--- config.mk ---
export PLATFORM = sky130hd
export DESIGN_NAME = down_timer_counter
export DESIGN_NICKNAME = d
export VERILOG_FILES = /design/src/rtl/down_timer_counter.sv
export SDC_FILE = /design/constraint.sdc
export NUM_CORES = 1
export LEC_CHECK = 0
export ABC_AREA = 1
export ABC_CLOCK_PERIOD_IN_PS = 1700
export BUFFER_PORTS_ARGS = -buffer_cell sky130_fd_sc_hd__buf_2
export CAP_MARGIN = 10
export CORE_MARGIN = 5
export CORE_UTILIZATION = 35
export CTS_CLUSTER_DIAMETER = 200
export DETAILED_ROUTE_END_ITERATION = 10
export HOLD_SLACK_MARGIN = 0.08
export SETUP_SLACK_MARGIN = 0.5
export SYNTH_ARGS = -nofsm -noshare
export SYNTH_HDL_FRONTEND = slang
export SYNTH_SLANG_ARGS = --single-unit
--- constraint.sdc ---
create_clock -name clk -period 1.7 [get_ports clk]
set_clock_uncertainty 0.15 [all_clocks]
set_input_delay 0.34 -clock clk [delete_from_list [all_inputs] [get_ports clk]]
set_output_delay 0.34 -clock clk [all_outputs]
set_load 0.005 [all_outputs]
--- src/rtl/down_timer_counter.sv ---
// down_timer_counter: loadable down-counter/timer with a one-cycle terminal-count pulse and
// optional auto-reload. A load starts a run; each enabled cycle in RUN decrements q, and on
// the q == 1 event the counter either reloads (reload=1) or drops to 0 and goes idle.
// Optional feature: define DOWN_TIMER_PRESCALE_EN to divide en by PRESCALE before it
// decrements the count. Without the macro, every en cycle in RUN is a decrement.
// clear is an asynchronous active-high reset.
module down_timer_counter #(
  parameter int unsigned WIDTH    = 4,
  parameter int unsigned PRESCALE = 4
) (
  input  logic             clk,
  input  logic             clear,
  input  logic             load,
  input  logic [WIDTH-1:0] load_val,
  input  logic             en,
  input  logic             reload,
  output logic [WIDTH-1:0] q,
  output logic             tc,
  output logic             busy
);

  // Reject configurations the terminal-at-one scheme and the prescaler cannot support.
  if (WIDTH < 2) begin : gen_bad_width
    $error("down_timer_counter: WIDTH must be >= 2");
  end
  if (PRESCALE < 2) begin : gen_bad_prescale
    $error("down_timer_counter: PRESCALE must be >= 2");
  end

  typedef enum logic [0:0] {
    StIdle,
    StRun
  } state_e;

  state_e           state_q;
  logic [WIDTH-1:0] reload_val_q;
  // High on cycles where a decrement or terminal event may happen (before the state check).
  logic             tick;

`ifdef DOWN_TIMER_PRESCALE_EN
  localparam int unsigned PsW = (PRESCALE > 1) ? $clog2(PRESCALE) : 1;

  logic [PsW-1:0] ps_q;
  logic           ps_wrap;

  assign ps_wrap = (ps_q == PsW'(PRESCALE - 1));
  assign tick    = en && ps_wrap;

  // Prescaler: counts en cycles in RUN, wrapping on every PRESCALE-th one. It never advances
  // in IDLE, and the only RUN->IDLE transitions happen on a load or a wrap, so it is already
  // zero whenever the FSM is idle.
  always_ff @(posedge clk or posedge clear) begin
    if (clear) begin
      ps_q <= '0;
    end else if (load) begin
      ps_q <= '0;
    end else if ((state_q == StRun) && en) begin
      if (ps_wrap) begin
        ps_q <= '0;
      end else begin
        ps_q <= ps_q + 1'b1;
      end
    end
  end
`else
  assign tick = en;
`endif

  // Main FSM with registered q/tc/busy. Priority: clear > load > count.
  always_ff @(posedge clk or posedge clear) begin
    if (clear) begin
      state_q      <= StIdle;
      q            <= '0;
      tc           <= 1'b0;
      busy         <= 1'b0;
      reload_val_q <= '0;
    end else if (load) begin
      // A load always wins, including on what would have been the terminal cycle.
      reload_val_q <= load_val;
      q            <= load_val;
      tc           <= 1'b0;
      if (load_val != '0) begin
        state_q <= StRun;
        busy    <= 1'b1;
      end else begin
        state_q <= StIdle;
        busy    <= 1'b0;
      end
    end else begin
      tc <= 1'b0;
      if ((state_q == StRun) && tick) begin
        if (q == WIDTH'(1)) begin
          // Terminal event: handled at one so q never wraps below zero.
          tc <= 1'b1;
          if (reload) begin
            q <= reload_val_q;
          end else begin
            q       <= '0;
            state_q <= StIdle;
            busy    <= 1'b0;
          end
        end else begin
          q <= q - WIDTH'(1);
        end
      end
    end
  end

endmodule

# Word level (Yosys, flattened, before mapping)
# Index checks and enable logic that the tools add are counted.
# W data, S select, Z words.
[word_totals]
reg_bits = 10
input_bits = 9
output_inout_bits = 6
[op_classes]
n_addsub = 1
eq_ne = 2
mux = 12
n_reduce_logical = 5
[op_table]
columns = ["cell", "count"]
rows = [
  ["$mux W4", 4],
  ["$mux W1", 8],
  ["$eq A4 B1 Y1 const B", 1],
  ["$reduce_bool A2 Y1", 2],
  ["$reduce_bool A4 Y1", 1],
  ["$sub A4 B1 Y4 const B", 1],
  ["$reduce_and A3 Y1", 1],
  ["$ne A2 B2 Y1 const B", 1],
  ["$logic_and A1 B1 Y1", 1],
]

# Depth between registers and ports, before layout
[logic_depth]
word_depth = 4
depth_mapped = 7
depth_no_buf = 7

# Worst setup path before layout
# OpenSTA, ideal clock, no wires.
[synth_path]
kind = "reg-to-reg"
startpoint = "reg q[1]"
endpoint = "reg state_q"
setup_time_ns = 0.121
t_arrival_ns = 1.021
required_time_ns = 1.429
path_slack_ns = 0.408
path_stages_with_launch = 8
n_path_buf = 0
synth_period_minus_slack_ns = 1.292
path_cell_list = "dfrtp_1 > inv_1 > ha_1 > nand2_1 > inv_1 > nand2_1 > nand3_1 > nand2_1"
[synth_via]
elab_chain_len = 3
[synth_rtl]
columns = ["item", "line", "rtl"]
rows = [
  ["from (decl)", "17", "output logic [WIDTH-1:0] q,"],
  ["from (signal assigned)", "80", "q <= load_val;"],
  ["from (signal assigned)", "96", "q <= reload_val_q;"],
  ["from (signal assigned)", "103", "q <= q - WIDTH'(1);"],
  ["$eq A4 B1 Y1", "92", "if (q == WIDTH'(1)) begin"],
  ["$reduce_bool A2 Y1 (no line)", "-", ""],
  ["$reduce_and A3 Y1 (no line)", "-", ""],
  ["to (signal assigned)", "83", "state_q <= StRun;"],
  ["to (signal assigned)", "86", "state_q <= StIdle;"],
  ["to (signal assigned)", "99", "state_q <= StIdle;"],
  ["to (decl)", "35", "state_e state_q;"],
]
# Every way passes these cells.
# A chain may end at the register's enable or synchronous reset.

# Worst setup path in the final report
[layout_path]
startpoint = "reg q[2]"
endpoint = "out q[2]"
# No word-level cell between the ends.

==> out/metrics.yaml <==
die_y_microns: 51.1
vias_per_cell: 4.74
fmax_ghz: 0.751
synth_cell_types: 17
crit_required_ps: 1210
dieArea_sq_um: 2610
synth-edff-count: 0
htree_levels: 1
drc: 0
clock_sinks: 10
pwr-share-clk_pct: 24.0
num_vias: 573
synthMuxAreaShare_pct: 0
cts_buffer_depth: 2
area_delta_synth_final_pct: 36.2
combPwrFrac_pct: 32.6
fin_crit_ps: 1330
placed_area_sq_um: 676
route.met2.wl_microns: 658
drv_slew: 0
diodes: 0
synth-adder-area-share_pct: 4.23
cp_slowest_stage_delay_ps: 440
reg2reg_depth: 6
fill_cells: 160
synth_commonest_cells: "nand2_1, inv_1, nand3_1"
syn_avg_cell_area_sq_um: 7.22
cp_max_fo: 5
whs_endpoint: "tc"
grt_remaining_overflow: 0
crit_family: "flip-flops"
portBuffers: 14
worstHoldStart: "load"
synth_top_area_cell: "dfrtp_1"
grt.total_usage_pct: 12.9
path_clk_slew_ps: 60
antenna_found_initial: 0
leakagePower_nw: 0.447
cp_slowest_cell: "dfrtp_2"
p_per_area_nw_per_um2: 816
die_w_microns: 51.1
status: "completed"
worstHoldPathType: "input pin to flop"
r2r_start: "q[0]"
crit_chain: "buf_2"
syn-num-nets: 93
gp_congestion: 0.822
instances_no_fill: 121
grt_pass1_wl_mm: 2.41
utilization_pct: 51.7
cts_buffers: 3
yosysMostFrequentCell: "nand2_1"
whs_path_depth: 2
drt_iter0_markers: 11
place_ws_ps: 347
synth_async_sr_flop_share_pct: 100
critPathCaptureType: "output port"
dr.pass1.iters: 4
post-route-period-util_pct: 78.4
initial_core_util_pct: 38.0
wl_per_cell_microns: 11.6
synth_area_leaders: "dfrtp_1, nand2_1, nand3_1"
crit_path_start_kind: "flop"
nNetsFinal: 118
top_layer_used: "met4"
synth_top_area_share_pct: 42.3
path_class: "flop to output port"
routed_wl_mm: 1.41
met1_length_microns: 636
rrSetupSlack_ps: 410
power_switching_uw: 212
p_sw_share_pct: 32.2
seq_power_share_pct: 43.5
ir_drop_mv: 0.453
syn-cell-area_sq_um: 592
yosys_warnings: 0
whs_ps: 169
routed-wl-met3_microns: 82
max-slew-margin-rel_pct: 73.8
io_pins: 15
cp_num_buf_inv: 1
dp.cells: 111
grt_pass1_vias: 559
clockRootBuffer: "clkbuf_4"
grt_max_degree: 13
design_area_sq_um: 806
synth-xor-area-share_pct: 1.48
synth_top_family_by_area: "simple AND/OR/NAND/NOR gates"
clk_latency_ps: 260
num_rows: 14
setup_viol: 0
power.total_uw: 657
worst_slack_ps: 368
cap_violations: 0
rsz0062_at_grt: "yes"
seq_area_frac_synth_pct: 42.3
p_int_uw: 445
synthFlopType: "dfrtp_1"
cts_tree: "yes"
tightest_slew_ps: 392
reg2reg_to: "q[0]"
dp_hpwl_mm: 1.04
hold_violations: 0
yosys_register_bits: 10
fin_tns_setup_ps: 0
synth_compound_area_share_pct: 6.77
worst_ep_arrival_time_ps: 840
coreArea_sq_um: 1560
synth-simple-area-share_pct: 33.8
drive_gt1_share_pct: 39.0
drtAntennaViolNets: 0
syn_inst: 82
## power groups by stage
stage          logic [mW]  clock network, mW  registers (mW)
2_1_floorplan       0.106                  0           0.287
3_3_place_gp        0.152                  0           0.289
3_5_place_dp        0.155                  0           0.289
4_1_cts             0.195              0.167           0.285
5_1_grt             0.243              0.183           0.289
6_report            0.214              0.157           0.286
## metal layers
layer  track usage (%)  up-vias
met4              5.83        0
met2              20.6       14
met3              6.69        4
met1              14.1      256
li1                  -      299
met5                 0        -
## registers in the layout, indices dropped and copies added (netlist names)
name and count:
tc 1, q 4, reload_val_q 4, state_q 1
## placed cells by master, fill, tap and decap left out
cell           count
nor2_2             2
inv_2              5
buf_4              5
nand3_1           10
ha_4               2
buf_2             14
inv_4              1
buf_6              1
nor2_1             2
nand2_4            1
o22ai_2            1
xnor2_1            1
nand2_2            3
o21ai_0            3
dfrtp_1            9
dfrtp_2            1
dlygate4sd3_1      1
inv_1              9
clkbuf_4           3
nand2_1           26
nor3_2             1
nand3b_1           1
o21ai_1            1
nand3_2            1
o21a_1             1
## kinds of logic (layout without fill, tap and decap cells)
logic type	count (synthesis)	count (layout)
AOI/OAI and AO/OA	6	6
xor gates and xnor gates	1	1
adders and majority gates	2	2
buffers and inverters	16	39
DFF	10	10
and+or+nand+nor	47	47
## worst max path at each step
stage,from,endpoint,slack [ps],cells past startpoint
after CTS,q[2],q[2],360,1
after global routing,q[2],q[2],330,1
final,q[2],q[2],370,1
after global placement,q[1],q[0],360,7
after detailed placement,q[1],q[0],350,7
after floorplan,q[1],state_q,470,7
## final cells by class
| class | instances | area, sq um | area share (%) |
|---|---|---|---|
| tap | 16 | 20.0 | 2.48 |
| timing repair buffer | 21 | 129 | 16.0 |
| inverter | 15 | 58.8 | 7.30 |
| multi-input combinational | 56 | 324 | 40.2 |
| clock buffer | 3 | 22.5 | 2.80 |
| sequential | 10 | 251 | 31.2 |
## repair_timing
| item | in CTS | in global routing |
|---|---|---|
| setup endpoints to repair | 12 | 12 |
| setup buffers | 5 | 1 |
| hold buffers | 1 | 0 |
| hold endpoints to repair | 10 | 0 |
| resized for setup | 9 | 7 |
| pin swaps | 6 | 2 |
(Power assumes the default switching activity.)
